==> src/rtl/victim_way_sel_pkg.sv <==
// Shared definitions for the victim way selector.
//   state_t       : controller FSM states (IDLE -> SEL -> OUT -> IDLE)
//   onehot_to_bin : binary index of a one-hot vector
//   is_onehot     : exactly-one-bit-set test
// Helpers operate on a MAX_WAYS-wide vector; callers zero-extend narrower vectors.
package victim_way_sel_pkg;

  localparam int unsigned MAX_WAYS = 32;

  typedef enum logic [1:0] {
    IDLE,
    SEL,
    OUT
  } state_t;

  function automatic int unsigned onehot_to_bin(input logic [MAX_WAYS-1:0] oh);
    int unsigned idx;
    idx = 0;
    for (int unsigned i = 0; i < MAX_WAYS; i++) begin
      if (oh[i]) idx = idx | i;
    end
    return idx;
  endfunction

  function automatic logic is_onehot(input logic [MAX_WAYS-1:0] v);
    return (v != '0) && ((v & (v - MAX_WAYS'(1))) == '0);
  endfunction

endpackage

==> src/rtl/victim_way_sel_rr_ptr_table.sv <==
// Per-set round-robin pointer table.
//   clk, rst_n : clock, asynchronous active-low clear of every pointer
//   set_idx    : set whose pointer is read and (optionally) advanced
//   ptr        : current pointer of set_idx
//   adv        : advance ptr[set_idx] by one, wrapping at WAY_NUM-1
module rr_ptr_table #(
  parameter  int unsigned WAY_NUM = 4,
  parameter  int unsigned SET_NUM = 64,
  localparam int unsigned WAY_W   = $clog2(WAY_NUM),
  localparam int unsigned SET_W   = $clog2(SET_NUM)
) (
  input  logic             clk,
  input  logic             rst_n,
  input  logic [SET_W-1:0] set_idx,
  output logic [WAY_W-1:0] ptr,
  input  logic             adv
);

  logic [WAY_W-1:0] ptr_q [SET_NUM];

  assign ptr = ptr_q[set_idx];

  always_ff @(posedge clk or negedge rst_n) begin
    if (!rst_n) begin
      for (int unsigned i = 0; i < SET_NUM; i++) ptr_q[i] <= '0;
    end else if (adv) begin
      // explicit wrap so non-power-of-two way counts never reach WAY_NUM
      ptr_q[set_idx] <= (ptr_q[set_idx] == WAY_W'(WAY_NUM - 1)) ? '0
                                                                 : ptr_q[set_idx] + WAY_W'(1);
    end
  end

endmodule

==> src/rtl/victim_way_sel.sv <==
// Victim way selector for cache refills.
// Prefers an invalid way (chosen by an external lowest-index-wins arbiter fed
// with the invalid mask), else falls back to a per-set round-robin pointer.
//   req_valid/req_ready/req_set/req_way_valid : request from the refill FSM
//   arb_req/arb_grant/arb_grant_valid         : external fixed-priority arbiter
//   vic_valid/vic_ready/vic_way_oh/vic_way_idx/vic_from_inv : victim result
//   err_grant : sticky flag, arbiter reported a zero or multi-hot grant
module victim_way_sel
  import victim_way_sel_pkg::*;
#(
  parameter  int unsigned WAY_NUM = 4,
  parameter  int unsigned SET_NUM = 64,
  localparam int unsigned WAY_W   = $clog2(WAY_NUM),
  localparam int unsigned SET_W   = $clog2(SET_NUM)
) (
  input  logic               clk,
  input  logic               rst_n,
  input  logic               req_valid,
  output logic               req_ready,
  input  logic [SET_W-1:0]   req_set,
  input  logic [WAY_NUM-1:0] req_way_valid,
  output logic [WAY_NUM-1:0] arb_req,
  input  logic [WAY_NUM-1:0] arb_grant,
  input  logic               arb_grant_valid,
  output logic               vic_valid,
  input  logic               vic_ready,
  output logic [WAY_NUM-1:0] vic_way_oh,
  output logic [WAY_W-1:0]   vic_way_idx,
  output logic               vic_from_inv,
  output logic               err_grant
);

  state_t             state;
  logic [SET_W-1:0]   set_q;
  logic [WAY_W-1:0]   rr_ptr;
  logic               ptr_adv;
  logic               grant_ok;
  logic [WAY_NUM-1:0] sel_oh;

  rr_ptr_table #(
    .WAY_NUM (WAY_NUM),
    .SET_NUM (SET_NUM)
  ) u_rr_ptr_table (
    .clk     (clk),
    .rst_n   (rst_n),
    .set_idx (set_q),
    .ptr     (rr_ptr),
    .adv     (ptr_adv)
  );

  always_comb begin
    grant_ok = arb_grant_valid && is_onehot(MAX_WAYS'(arb_grant));
    sel_oh   = grant_ok ? arb_grant : (WAY_NUM'(1) << rr_ptr);
    // only round-robin victims consume a pointer slot
    ptr_adv  = (state == OUT) && vic_ready && !vic_from_inv;
  end

  // arb_req doubles as the latched invalid-way mask; it is loaded on
  // acceptance and cleared on leaving SEL, so it is nonzero only in SEL.
  always_ff @(posedge clk or negedge rst_n) begin
    if (!rst_n) begin
      state        <= IDLE;
      req_ready    <= 1'b1;
      set_q        <= '0;
      arb_req      <= '0;
      vic_valid    <= 1'b0;
      vic_way_oh   <= '0;
      vic_way_idx  <= '0;
      vic_from_inv <= 1'b0;
      err_grant    <= 1'b0;
    end else begin
      case (state)
        IDLE: begin
          if (req_valid) begin
            set_q     <= req_set;
            arb_req   <= ~req_way_valid;
            req_ready <= 1'b0;
            state     <= SEL;
          end
        end
        SEL: begin
          arb_req      <= '0;
          vic_way_oh   <= sel_oh;
          vic_way_idx  <= WAY_W'(onehot_to_bin(MAX_WAYS'(sel_oh)));
          vic_from_inv <= grant_ok;
          if (arb_grant_valid && !grant_ok) err_grant <= 1'b1;
          vic_valid    <= 1'b1;
          state        <= OUT;
        end
        OUT: begin
          if (vic_ready) begin
            vic_valid <= 1'b0;
            req_ready <= 1'b1;
            state     <= IDLE;
          end
        end
        default: begin
          vic_valid <= 1'b0;
          req_ready <= 1'b1;
          arb_req   <= '0;
          state     <= IDLE;
        end
      endcase
    end
  end

endmodule

==> config.mk <==
export PLATFORM = sky130hd
export DESIGN_NAME = victim_way_sel
export DESIGN_NICKNAME = d
export VERILOG_FILES = /design/src/rtl/victim_way_sel_pkg.sv /design/src/rtl/victim_way_sel_rr_ptr_table.sv /design/src/rtl/victim_way_sel.sv
export SDC_FILE = /design/constraint.sdc
export NUM_CORES = 1
export LEC_CHECK = 0
export CAP_MARGIN = 20
export CORE_ASPECT_RATIO = 0.7
export CORE_MARGIN = 8
export CORE_UTILIZATION = 40
export CTS_CLUSTER_SIZE = 30
export DETAILED_ROUTE_END_ITERATION = 12
export GPL_TIMING_DRIVEN = 0
export SLEW_MARGIN = 20
export SYNTH_ARGS = -nofsm -noshare
export SYNTH_HDL_FRONTEND = slang
export SYNTH_SLANG_ARGS = --single-unit
==> constraint.sdc <==
create_clock -name clk -period 4.4 [get_ports clk]
set_input_delay 0.66 -clock clk [delete_from_list [all_inputs] [get_ports clk]]
set_output_delay 0.66 -clock clk [all_outputs]
set_load 0.05 [all_outputs]
Word level (Yosys, flattened, before mapping)
Index checks and enable logic that the tools add are counted.

operators by class
  equality and inequality tests = 5
  shift-type cells = 1
  $add $sub $neg = 2
  bitwise gates (word level) = 6
  multiplexer cells = 21
  $lt $le $gt $ge = 2
  reduce and logical (&&, ||, !) cells = 17

operator list
  kind                 count
  $bwmux 128           1
  $and 4x32->32        1
  $logic_not 32->1     1
  $mux 2               8
  $bmux 2 s6           1
  $demux 2 s6          1
  $reduce_and 2->1     5
  $mux 4               2
  $pmux 4 s2           1
  $ge 7x7->1 const B   1
  $lt 7x1->1 const B   1
  $not 6->7            1
  $logic_and 1x1->1    6
  $pmux 1 s3           2
  $pmux 2 s3           1
  $sub 4x1->5 const B  1
  $eq 2x2->1 const B   2
  $mux 1               4
  $ne 2x2->1 const B   2
  $not 4->4            1
  $reduce_bool 4->1    1
  $shl 1x2->4 const A  1
  $not 1->1            3
  $reduce_and 3->1     1
  4 further kinds      5

word-level totals
  register bits = 150
  output and inout port bits = 14
  bits of input ports = 19
  word-level logic and storage cells = 127

Depth between registers and ports, before layout
  depth in word-level cells = 9
  depth in mapped cells = 15
  depth with buffers taken out = 10

Cells and area by module
From an unflattened synthesis, not the netlist that was laid out.

unflattened totals
  cell total of the unflattened synthesis = 623
  area total of the unflattened synthesis = 7337.0 um^2

by module, submodules not included
  module          area each (um^2)  seq. area each (um^2)  cells an instance  instances
  rr_ptr_table    6302.3            3203.1                 523                1
  victim_way_sel  1034.7            551.8                  100                1

Least setup slack after synthesis
No wires, ideal clock.

  path type = register -> register
  from = register set_q[1]
  to = register u_rr_ptr_table.ptr_q[114] (netlist bit)
  path slack = 1.513 ns
  required time = 4.307 ns
  stages on the path, launching flop included = 14
  period minus slack after synthesis = 2.887 ns
  arrival time = 2.794 ns
  setup time = 0.093 ns
  path buffers = 3
  path through = dfrtp_1 > buf_6 > buf_2 > nand2_1 > o22ai_1 > a31oi_1 > a21oi_1 > or2_0 > or4_1 > ha_1 > and2b_2 > nand2b_1 > buf_2 > o31ai_2

on the way
  word-level cells in the longest chain between the ends = 7
  elaborated cells on any way between the ends = 13
  those cells by class = 1 x add/sub; 2 x order compare; 1 x eq/ne; 7 x mux; 1 x bitwise; 1 x reduce/logical

RTL lines
  what                                       RTL line                                                              text
  start: declaration                         victim_way_sel.sv:34                                                  logic [SET_W-1:0] set_q;
  start signal: assignment                   victim_way_sel.sv:75                                                  set_q <= req_set;
  $not 6->7 (*)                              victim_way_sel_rr_ptr_table.sv:28, victim_way_sel_rr_ptr_table.sv:29
  $bmux 2 s6                                 victim_way_sel_rr_ptr_table.sv:28, victim_way_sel_rr_ptr_table.sv:29
  $mux 2 (implied by the code) (2 in a row)  victim_way_sel_rr_ptr_table.sv:28, victim_way_sel_rr_ptr_table.sv:29
  $add 2x1->2 or $eq 2x2->1 (tied branches)  victim_way_sel_rr_ptr_table.sv:29, victim_way_sel_rr_ptr_table.sv:28
  $mux 2                                     victim_way_sel_rr_ptr_table.sv:28                                     ptr_q[set_idx] <= (ptr_q[set_idx] == WAY_W'(WAY_NUM - 1)) ? '0
  $bwmux 128 (*)                             victim_way_sel_rr_ptr_table.sv:28
  end signal: indexed assignment             victim_way_sel_rr_ptr_table.sv:28
  end: declaration                           victim_way_sel_rr_ptr_table.sv:19                                     logic [WAY_W-1:0] ptr_q [SET_NUM];

Every way passes the cells marked *; elsewhere a longest branch is shown, timed or not. The select of a mux whose other input is x is not followed.
A chain may end at the register's enable or synchronous reset.

Worst setup path in the final report
  from = register set_q[0]
  to = register u_rr_ptr_table.ptr_q[33] (netlist bit)

The elaborated chain is that of the path after synthesis.

==> flow_summary_export.csv <==
group,metric,value,unit
clock_tree,clk_sink_count,150,
final_layout,finish.utilization,47.8,%
setup_path,timing.critical_path.max_delay_family,"buffers and inverters",
clock_tree,root_buffer,"sky130_fd_sc_hd__clkbuf_16",
pwr,vdd_drop_max,505,µV
sta,report.final.slew_viol_count,0,
setup_path,worst_path_largest_cell_delay,0.55,ns
yosys,sequential_share_of_the_synthesized_area,50.5,%
sta,final_critical_path_setup_slack,0.367,ns
route,drtPass1Iterations,8,
yosys,avgSynthCellArea,11.7,µm²
floorplan,ioPinCount,33,
setup_path,path_cells,"buf_2 -> buf_4 -> buf_2 -> mux2i_1 -> a22oi_1 -> and3_1 -> a31oi_1 -> and4_1 -> ha_1 -> buf_1 -> clkbuf_1 -> mux2_2",
setup_path,cp_data_required_time,4.76,ns
global_route,antenna_found_initial,0,
sta,whs,0.208,ns
yosys,post_synth_num_cell_types,67,
run_status,result_of_the_run,"completed",
setup_path,critical_path_arrival,4.39,ns
pwr,power.share.clock,23.1,%
clock_tree,cts.repair.resized,0,
global_route,grt_start_max_net_pins,77,
final_layout,finish.net_count,709,
pwr,seqPwrFrac,32.5,%
sta,timing.slew.headroom,16.7,%
global_route,grt_util_all_layers,19.3,%
job,maxCapViolCount,0,
pwr,power.leakage,3.94,nW
clock_tree,postCtsSetupRepairBufs,0,
placement,place_congestion,0.896,
setup_path,critPathKind,"flip-flop to flip-flop",
setup_path,cp-end-kind,"flip-flop",
pwr,sw_share,43.8,%
route,routed_len_inst,23.0,µm
setup_path,setup.worst_path.start,"set_q[0]",
floorplan,die_w,179,µm
yosys,syn_area,7430,µm²
yosys,synth-warning-count,0,
worst_hold_path,hp-class,"input pin to async pin",
yosys,postSynthNetCount,658,
sta,setup_repair_after_global_routing_missed_its_margin,"false",
pwr,share_comb_of_total_power,44.4,%
placement,post-place-cells,903,
floorplan,floorplan.initialDensity,41.0,%
global_route,first_global_vias,5562,
yosys,synth-edff-count,0,
global_route,global_route_overflow,0,
final_layout,fraction_of_final_layout_cells_sized_beyond_drive_strength_1,29.3,%
yosys,synth_async_sr_flop_share,100,%
clock_tree,cts-buffers-inserted,17,
floorplan,floorplan.die_area,23300,µm²
floorplan,rows,41,
sta,timing.fmax,248,MHz
yosys,postSynth.topFlopCell,"sky130_fd_sc_hd__dfrtp_1",
route,drc,0,
route,first_iter_violations,514,
setup_path,critPathMaxFanout,10,
yosys,ys_ff_latch,150,
clock_tree,worst_skew_pair.late_latency,0.42,ns
sta,worst_skew,0.0102,ns
placement,preCtsSetupSlack,0.450,ns
sta,post-route-min-period,4.03,ns
final_layout,diodes,0,
sta,final_hold_viol_count,0,
setup_path,cp-start-kind,"flip-flop",
setup_path,critical_path.reg2reg.startpoint,"set_q[0]",
setup_path,cp_common_cell,"sky130_fd_sc_hd__buf_2",
route,ant_nets,0,
final_layout,post_route_non_filler_standard_cell_count,935,
sta,setup_viol,0,
setup_path,critical-path-slowest-cell,"sky130_fd_sc_hd__clkbuf_1",
pwr,power.switching,2.75,mW
yosys,syn_inst,635,
sta,finalCritPeriodShare,91.7,%
route,post_dr_vias_cell,5.79,
final_layout,syn_to_final_growth,16.4,%
clock_tree,ctsHoldBuffers,0,
sta,tightest_slew,1.25,ns
placement,dp_hpwl,15200,µm
pwr,pwr_density_cell,727,nW/µm²
route,route.final.wire_length,21500,µm
setup_path,path_buf_inv,5,
clock_tree,cts_tree,"built",
final_layout,n_fill_cell,1613,
pwr,p_int,3.54,mW
placement,place.port_buffers,31,
route,vias,5409,
floorplan,die_h,130,µm
clock_tree,cts.clk_slew.worst_paths,0.07,ns
sta,finalSetupTns,0,ns
floorplan,core_area,18100,µm²
clock_tree,ctsLongestPathBuffers,2,
clock_tree,cts_htree_levels,4,
global_route,grt_pass1_wl,33700,µm
## power groups by stage
stage / Combinational [mW] / Sequential, mW / Clock [mW]
after detailed placement: 2.75 / 2.06 / 0
after global routing: 2.97 / 2.10 / 1.52
final: 2.79 / 2.05 / 1.45
after floorplan: 1.59 / 2.18 / 0
after CTS: 2.76 / 2.04 / 1.47
after global placement: 2.70 / 2.04 / 0
## cell usage after synthesis (5+ instances only)
| master | instances | area, µm² |
|---|---|---|
| sky130_fd_sc_hd__buf_2 | 9 | 45.0 |
| sky130_fd_sc_hd__a22oi_1 | 7 | 52.6 |
| sky130_fd_sc_hd__inv_1 | 6 | 22.5 |
| sky130_fd_sc_hd__o21ai_1 | 6 | 30.0 |
| sky130_fd_sc_hd__a221oi_1 | 6 | 52.6 |
| sky130_fd_sc_hd__mux4_2 | 6 | 135 |
| sky130_fd_sc_hd__and3_1 | 5 | 31.3 |
| sky130_fd_sc_hd__a21oi_1 | 20 | 100 |
| sky130_fd_sc_hd__o22ai_1 | 6 | 37.5 |
| sky130_fd_sc_hd__dfrtp_1 | 149 | 3730 |
| sky130_fd_sc_hd__mux2_2 | 127 | 1430 |
| sky130_fd_sc_hd__clkbuf_1 | 18 | 67.6 |
| sky130_fd_sc_hd__nor2_1 | 62 | 233 |
| sky130_fd_sc_hd__mux2i_1 | 27 | 270 |
| sky130_fd_sc_hd__nand3_1 | 8 | 40.0 |
| sky130_fd_sc_hd__nand2b_1 | 6 | 37.5 |
| sky130_fd_sc_hd__o21ai_0 | 14 | 70.1 |
| sky130_fd_sc_hd__nand2_1 | 61 | 229 |
| sky130_fd_sc_hd__nor2b_1 | 6 | 37.5 |
## logic make-up after synthesis
| group | after synthesis | synth area share [%] |
|---|---|---|
| buf+inv | 41 | 2.88 |
| fa+ha+maj | 4 | 0.673 |
| xor+xnor | 2 | 0.236 |
| flops | 150 | 50.5 |
| mux | 163 | 25.3 |
| compound gates | 89 | 8.35 |
| simple gates | 186 | 12.1 |
## routing by layer
metal	vias to the layer above	global-route usage, %	part of all wire [%]
met3	40	5.60	8.7
met4	0	6.83	2.2
li1	2398	-	-
met5	-	0	0
met2	219	27.4	43
met1	2752	27.6	46
## sequential cells by signal, indices dropped and copies added, names as in the netlist
| register | flops |
|---|---|
| arb_req | 4 |
| err_grant | 1 |
| req_ready | 1 |
| set_q | 6 |
| state | 2 |
| u_rr_ptr_table.ptr_q | 128 |
| vic_from_inv | 1 |
| vic_valid | 1 |
| vic_way_idx | 2 |
| vic_way_oh | 4 |
## placed cells by master (no fill, tap or decap), types with 7 or more instances in the layout
cell type / count
sky130_fd_sc_hd__mux2i_1: 27
sky130_fd_sc_hd__clkbuf_16: 17
sky130_fd_sc_hd__buf_2: 9
sky130_fd_sc_hd__a21oi_1: 20
sky130_fd_sc_hd__nand3_1: 8
sky130_fd_sc_hd__a22oi_1: 7
sky130_fd_sc_hd__clkbuf_1: 18
sky130_fd_sc_hd__nor2_1: 62
sky130_fd_sc_hd__dfrtp_1: 149
sky130_fd_sc_hd__nand2_1: 61
sky130_fd_sc_hd__o21ai_0: 14
sky130_fd_sc_hd__mux2_2: 127
sky130_fd_sc_hd__clkdlybuf4s50_1: 30
## worst paths after layout
path                                       endpoint  slack (ns)  cells past startpoint
setup / recovery           u_rr_ptr_table.ptr_q[33]        0.37                     12
hold / removal             u_rr_ptr_table.ptr_q[48]        0.21                      1
setup reg to reg           u_rr_ptr_table.ptr_q[33]        0.37                     12
hold reg to reg                           vic_valid        0.49                      1
max in group asynchronous                  set_q[0]        3.40                      2
min in group clk                          vic_valid        0.49                      1
## layout make-up
cell class | count | area, µm² | share of cell area (%)
flip-flops and latches | 150 | 3750 | 43.4
multi-input cells | 444 | 3460 | 40.0
clock buffers | 17 | 425 | 4.92
repair buffers | 32 | 343 | 3.96
well taps | 236 | 295 | 3.41
plain buffers | 35 | 191 | 2.21
clock inverters | 15 | 155 | 1.79
inverters | 6 | 22.5 | 0.260
## per-stage QoR
step / power, mW / cell area, µm²
final: 6.29 / 8650
after global routing: 6.59 / 8650
after CTS: 6.27 / 8650
after detailed placement: 4.81 / 8070
after global placement: 4.73 / 8040
after floorplan: 3.76 / 7430
(Power assumes the default switching activity.)
==> edit 1 (config.mk and constraints unchanged) <==
`WAY_NUM` is set to 4 in 2 places; all go to 8.
--- a/src/rtl/victim_way_sel_rr_ptr_table.sv
+++ b/src/rtl/victim_way_sel_rr_ptr_table.sv
@@ -4,7 +4,7 @@
 //   ptr        : current pointer of set_idx
 //   adv        : advance ptr[set_idx] by one, wrapping at WAY_NUM-1
 module rr_ptr_table #(
-  parameter  int unsigned WAY_NUM = 4,
+  parameter  int unsigned WAY_NUM = 8,
   parameter  int unsigned SET_NUM = 64,
   localparam int unsigned WAY_W   = $clog2(WAY_NUM),
   localparam int unsigned SET_W   = $clog2(SET_NUM)
--- a/src/rtl/victim_way_sel.sv
+++ b/src/rtl/victim_way_sel.sv
@@ -8,7 +8,7 @@
 module victim_way_sel
   import victim_way_sel_pkg::*;
 #(
-  parameter  int unsigned WAY_NUM = 4,
+  parameter  int unsigned WAY_NUM = 8,
   parameter  int unsigned SET_NUM = 64,
   localparam int unsigned WAY_W   = $clog2(WAY_NUM),
   localparam int unsigned SET_W   = $clog2(SET_NUM)
Interface: changed (5 resized); port bits go from 33 to 50. The function was not compared with the original's and may differ.
==> edit 1 against the original RTL <==
Core utilization is 0.23 points lower; critical path depth did not move; global-route usage grew 0.90 points; area after synthesis is 48% higher; worst hold slack worse by 34 ps; sequential cell count increased by 73; wire length grew 58%; worst setup slack got worse by 230 ps; clock power up 35%; power rose by 30%; cell area rose by 48%.
==> edit 1: results (changes against the original RTL) <==
- Status: complete, no violations
- Crit share post-route: 0.968 (+0.0519)
- P_leak: 5.70 nW (+45%)
- Root Buffer: clkbuf_16
- Worst-Skew Late Latency: 520 ps (+100 ps)
- Largest net degree at the start of global routing: 93 (+21%)
- FF-to-FF path depth: 12 (unchanged)
- # fillers: 2477 (+54%)
- First-pass GRT wire length: 52.1 mm (+55%)
- H-tree depth: 1 (-3)
- Clock Pin Slew Worst Setup and Hold Paths: 60 ps
- R2R Path Start: set_q[1]
- Layout Skew: 27.7 ps (+17.4 ps)
- Pre-antenna DRT Iters: 5 (-3)
- Synth warn: 0 (unchanged)
- Maximum root-to-sink buffer count: 3 (+1)
- Wire per inst: 24.0 um (+4.0%)
- Max incr delay on CP: 530 ps (-20 ps)
- DP Worst Slack: -803 ps (-1250 ps)
- Worst Path Arrival: 4720 ps (+330 ps)
- Top cells by area, synth: dfrtp_1, mux2_2, o21ai_0
- Seq/Total Area, Yosys: 0.508 (+0.00275)
- Top delay family on crit path: buffers and inverters
- Ys async rst share: 1.00 (unchanged)
- Via count: 8241 (+52%)
- Critical path peak fanout: 10 (unchanged)
- GRT Total Usage: 0.202 (+0.00896)
- Worst hold-check path type: in -> async
- RR Endpoint: u_rr_ptr_table.ptr_q[190]
- Starting DRT DRC Count: 825 (+61%)
- Layout cell share with drive strength beyond 1: 0.250 (-0.0435)
- Worst Tran Pin Value: 902 ps (-343 ps)
- Port Buf Inserts: 49 (+58%)
- Hold slack: 174 ps (-33.7 ps)
- Post-DP HPWL: 24.3 mm (+60%)
- Reg2reg setup slack: 140 ps (-230 ps)
- Post-layout nets: 1073 (+51%)
- Antenna Cells: 0 (unchanged)
- Initial antenna violation count: 0 (unchanged)
- CP max stage cell: buf_2
- Syn_nets: 996 (+51%)
- Commonest cells in the netlist: dfrtp_1, mux2_2, nor2_1
- Synth unique cells: 67 (unchanged)
- Max cap viols: 0 (unchanged)
- Biggest regs: u_rr_ptr_table.ptr_q (192), arb_req (8), vic_way_oh (8)
- Vias in the first global route: 8055 (+45%)
- Critical path type: reg -> reg
- Total CTS buffers: 23 (+6)
- GPL Wtd Cong: 0.883 (-1.5%)
- Worst VDD drop: 284 uV (-44%)
edit 1: changes by cell type after synthesis, sizes merged, moves of 18 or more:
cell,change
buf,+19
o31ai,+42
o21ai,+59
clkbuf,+27
nor2,+18
dfrtp,+73
edit 1: worst register-to-register path, delay by kind of cell, from the launching register on:
kind	cells	cell delay [ps]
buffers and inverters	6	2440
adder cells (fa/ha/maj)	1	280
AO/OA/AOI/OAI	1	350
multiplexers	2	430
flip-flops	1	370
AND/OR/NAND/NOR	2	340
edit 1: cell families after synthesis:
group,share of synthesized area
mux,0.218
flops,0.508
compound gates,0.126
simple gates,0.0996
buf+inv,0.0402
fa+ha+maj,0.00774
edit 1: per-layer routing:
layer	global-route usage	up-vias	wire, um
met5	0	-	0
met4	0.0417	0	575
met3	0.0349	35	2370
met2	0.274	280	13500
met1	0.325	4243	17600
li1	-	3683	-
edit 1: layout make-up:
cell class                 instances  area share
buffer                            79      0.0328
clock buffer                      36      0.0535
clock inverter                     6     0.00479
inverter                          11     0.00323
multi-input combinational        648       0.389
sequential                       223       0.437
tap                              364      0.0356
timing repair buffer              54      0.0448
edit 1: timing repair:
item / in CTS / in global routing
buffers inserted: 0 / 3
endpoints found under the setup margin: 174 / 129
gates resized for setup: 12 / 14
gates cloned: 0 / 0
pin swaps: 0 / 1
edit 1: through the flow:
stage	TNS, ps	instance area (um^2)	instances
finish	0	12800	1421
global route	0	12800	1421
CTS	0	12800	1418
detailed placement	-63330	12000	1378
global placement	-1635060	11900	1376
floorplan	0	11000	963
edit 1: where the power goes:
group | internal (mW) | switching, mW
Sequential | 2.48 | 0.260
Clock | 1.13 | 0.833
Combinational | 1.15 | 2.32
==> edit 2 (config.mk and constraints unchanged) <==
Without the edit above. Reset style: synchronous (`rst_n`), changed in 2 clocked blocks. Comments in the files are not updated.
--- a/src/rtl/victim_way_sel_rr_ptr_table.sv
+++ b/src/rtl/victim_way_sel_rr_ptr_table.sv
@@ -20,7 +20,7 @@
 
   assign ptr = ptr_q[set_idx];
 
-  always_ff @(posedge clk or negedge rst_n) begin
+  always_ff @(posedge clk) begin
     if (!rst_n) begin
       for (int unsigned i = 0; i < SET_NUM; i++) ptr_q[i] <= '0;
     end else if (adv) begin
--- a/src/rtl/victim_way_sel.sv
+++ b/src/rtl/victim_way_sel.sv
@@ -57,7 +57,7 @@
 
   // arb_req doubles as the latched invalid-way mask; it is loaded on
   // acceptance and cleared on leaving SEL, so it is nonzero only in SEL.
-  always_ff @(posedge clk or negedge rst_n) begin
+  always_ff @(posedge clk) begin
     if (!rst_n) begin
       state        <= IDLE;
       req_ready    <= 1'b1;
Formal check against the unedited RTL: differs if rst_n is asserted again (counterexample within 4 cycles, from zero or initial values and one cycle with rst_n low); with rst_n held inactive, the same outputs for 4 cycles.
==> edit 2 against the original RTL <==
Cell area increased by 1.4%; sequential share of layout area increased by 6.8 points; non-clock buffer count up 26; die area rose by 0.96%; maximum frequency down 3.2%; wire length up 5.7%; worst setup slack lost 130 ps; area after synthesis up 1.1%; sequential cell count is 6 higher; first-iteration DRC count up 24%; highest routed layer unchanged.
Power is not compared: it rests on default switching activity, and its combinational part moved more than twofold at a synthesized area within 25%.
==> edit 2: results (changes against the original RTL) <==
- Initial antenna violation count: 0 (unchanged)
- Via count: 5379 (-0.55%)
- DP Worst Slack: -429 ps (-879 ps)
- Register share of the cell area: 0.502 (+0.0678)
- Worst Path Arrival: 4450 ps (+60 ps)
- Worst-Skew Late Latency: 440 ps (+20 ps)
- Top cells by area, synth: edfxtp_1, mux4_2, dfxtp_1
- Xor/xnor share of the synthesized area: 0.00117 (-0.00119)
- Post-DP HPWL: 15.9 mm (+4.8%)
- Antenna Cells: 1 (+1)
- GPL Wtd Cong: 0.876 (-2.2%)
- # resized after CTS: 3 (+3)
- Area of the multi-input gates: 2780 um^2 (-20%)
- Clk cell area share: 0.0707 (+0.00361)
- Synth warn: 0 (unchanged)
- Clock Pin Slew Worst Setup and Hold Paths: 70 ps (about the same)
- Seq/Total Area, Yosys: 0.586 (+0.0811)
- Status: complete, no violations
- Multiplexer share of the synthesized area: 0.134 (-0.118)
- GRT Total Usage: 0.196 (+0.00292)
- Vias in the first global route: 5320 (-4.4%)
- H-tree depth: 4 (unchanged)
- Placed insts: 870 (-3.7%)
- Port Buf Inserts: 32 (+3.2%)
- Clock buffers: 17 (unchanged)
- Worst hold-check path type: reg -> reg
- Logic inverters: 12 (+6)
- Final sequential cell count: 156 (+4.0%)
- Total length of routed wires: 22.8 mm (+5.7%)
- Total die area: 23500 um^2 (+0.96%)
- Worst VDD drop: 171 uV
- Wire per inst: 25.2 um (+9.5%)
- Adder-cell share of the synthesized area: 0.00666 (-0.0000718)
- Ys async rst share: 0 (-1.00)
- Starting DRT DRC Count: 635 (+24%)
- Setup violations, final: 0 (unchanged)
- CP max stage cell: mux4_2
- Pre-antenna DRT Iters: 5 (-3)
- Non-Clock Buffer Count: 93 (+39%)
- Syn_nets: 619 (-5.9%)
- Slew Limit Headroom: 0.323 (+0.156)
- Multi-In Gates: 367 (-17%)
- Postcts setup bufs: 0 (unchanged)
- Critical path peak fanout: 10 (unchanged)
- Post-layout nets: 670 (-5.5%)
- Maximum root-to-sink buffer count: 2 (unchanged)
- Layout cell share with drive strength beyond 1: 0.208 (-0.0857)
- Largest reg by FF count: u_rr_ptr_table.ptr_q
- Layout Skew: 13.4 ps (+3.21 ps)
- Post-synth EDFFs: 128 (+128)
- First-pass GRT wire length: 33.5 mm (-0.58%)
- # fillers: 1647 (+2.1%)
- Commonest cells in the netlist: edfxtp_1, nor2_1, o21ai_0
- Largest net degree at the start of global routing: 17 (-78%)
- Top delay family on crit path: buffers and inverters
- Synth unique cells: 39 (-42%)
- Synthesized instance count: 596 (-6.1%)
- Synth Area in Compound Gates: 0.0701 (-0.0134)
- Signal buf overhead: 0.0704 (+0.00867)
edit 2: worst reg2reg max path, cell delays in order, from the launching register on:
cell and delay (ps):
dfxtp_1 300, buf_2 310, buf_4 330, buf_6 260
mux4_2 560, mux2i_1 340, a221oi_1 170, o21ai_0 130
o311a_1 260, ha_1 130, clkbuf_1 520, nand4_1 480
nor2_1 230
edit 2: where the power goes:
| group | internal (mW) | total (mW) | switching (mW) | leakage (nW) |
|---|---|---|---|---|
| clock network | 0.914 | 1.59 | 0.676 | 0.306 |
| registers | 1.65 | 1.67 | 0.0235 | 1.55 |
| logic | 0.172 | 0.502 | 0.330 | 0.977 |
edit 2: routing by layer:
| metal | global-route usage | wire [um] | vias up | part of all wire |
|---|---|---|---|---|
| met1 | 0.265 | 9540 | 2657 | 0.42 |
| li1 | - | - | 2313 | - |
| met4 | 0.0635 | 474 | 0 | 0.021 |
| met5 | 0 | 0 | - | 0 |
| met3 | 0.0583 | 2700 | 43 | 0.12 |
| met2 | 0.301 | 10100 | 366 | 0.44 |
edit 2: path summary, 6_finish.rpt:
path | slack (ps) | startpoint | endpoint | cells after the start
worst min-delay path | 480 | err_grant | err_grant | 1
worst min register to register | 480 | err_grant | err_grant | 1
worst max register to register | 230 | register | u_rr_ptr_table.ptr_q[61][1] | 12
worst max-delay path | 230 | register | u_rr_ptr_table.ptr_q[61][1] | 12
edit 2: stage by stage:
step	util	total power, mW	setup TNS (ps)	hold slack [ps]	instance area [um^2]
floorplan	-	2.03	0	522	7510
global placement	0.436	2.19	-19540	446	8140
detailed placement	0.436	2.19	-23490	465	8140
CTS	0.470	3.74	0	486	8760
global route	0.470	3.85	0	513	8770
finish	0.470	3.76	0	481	8780
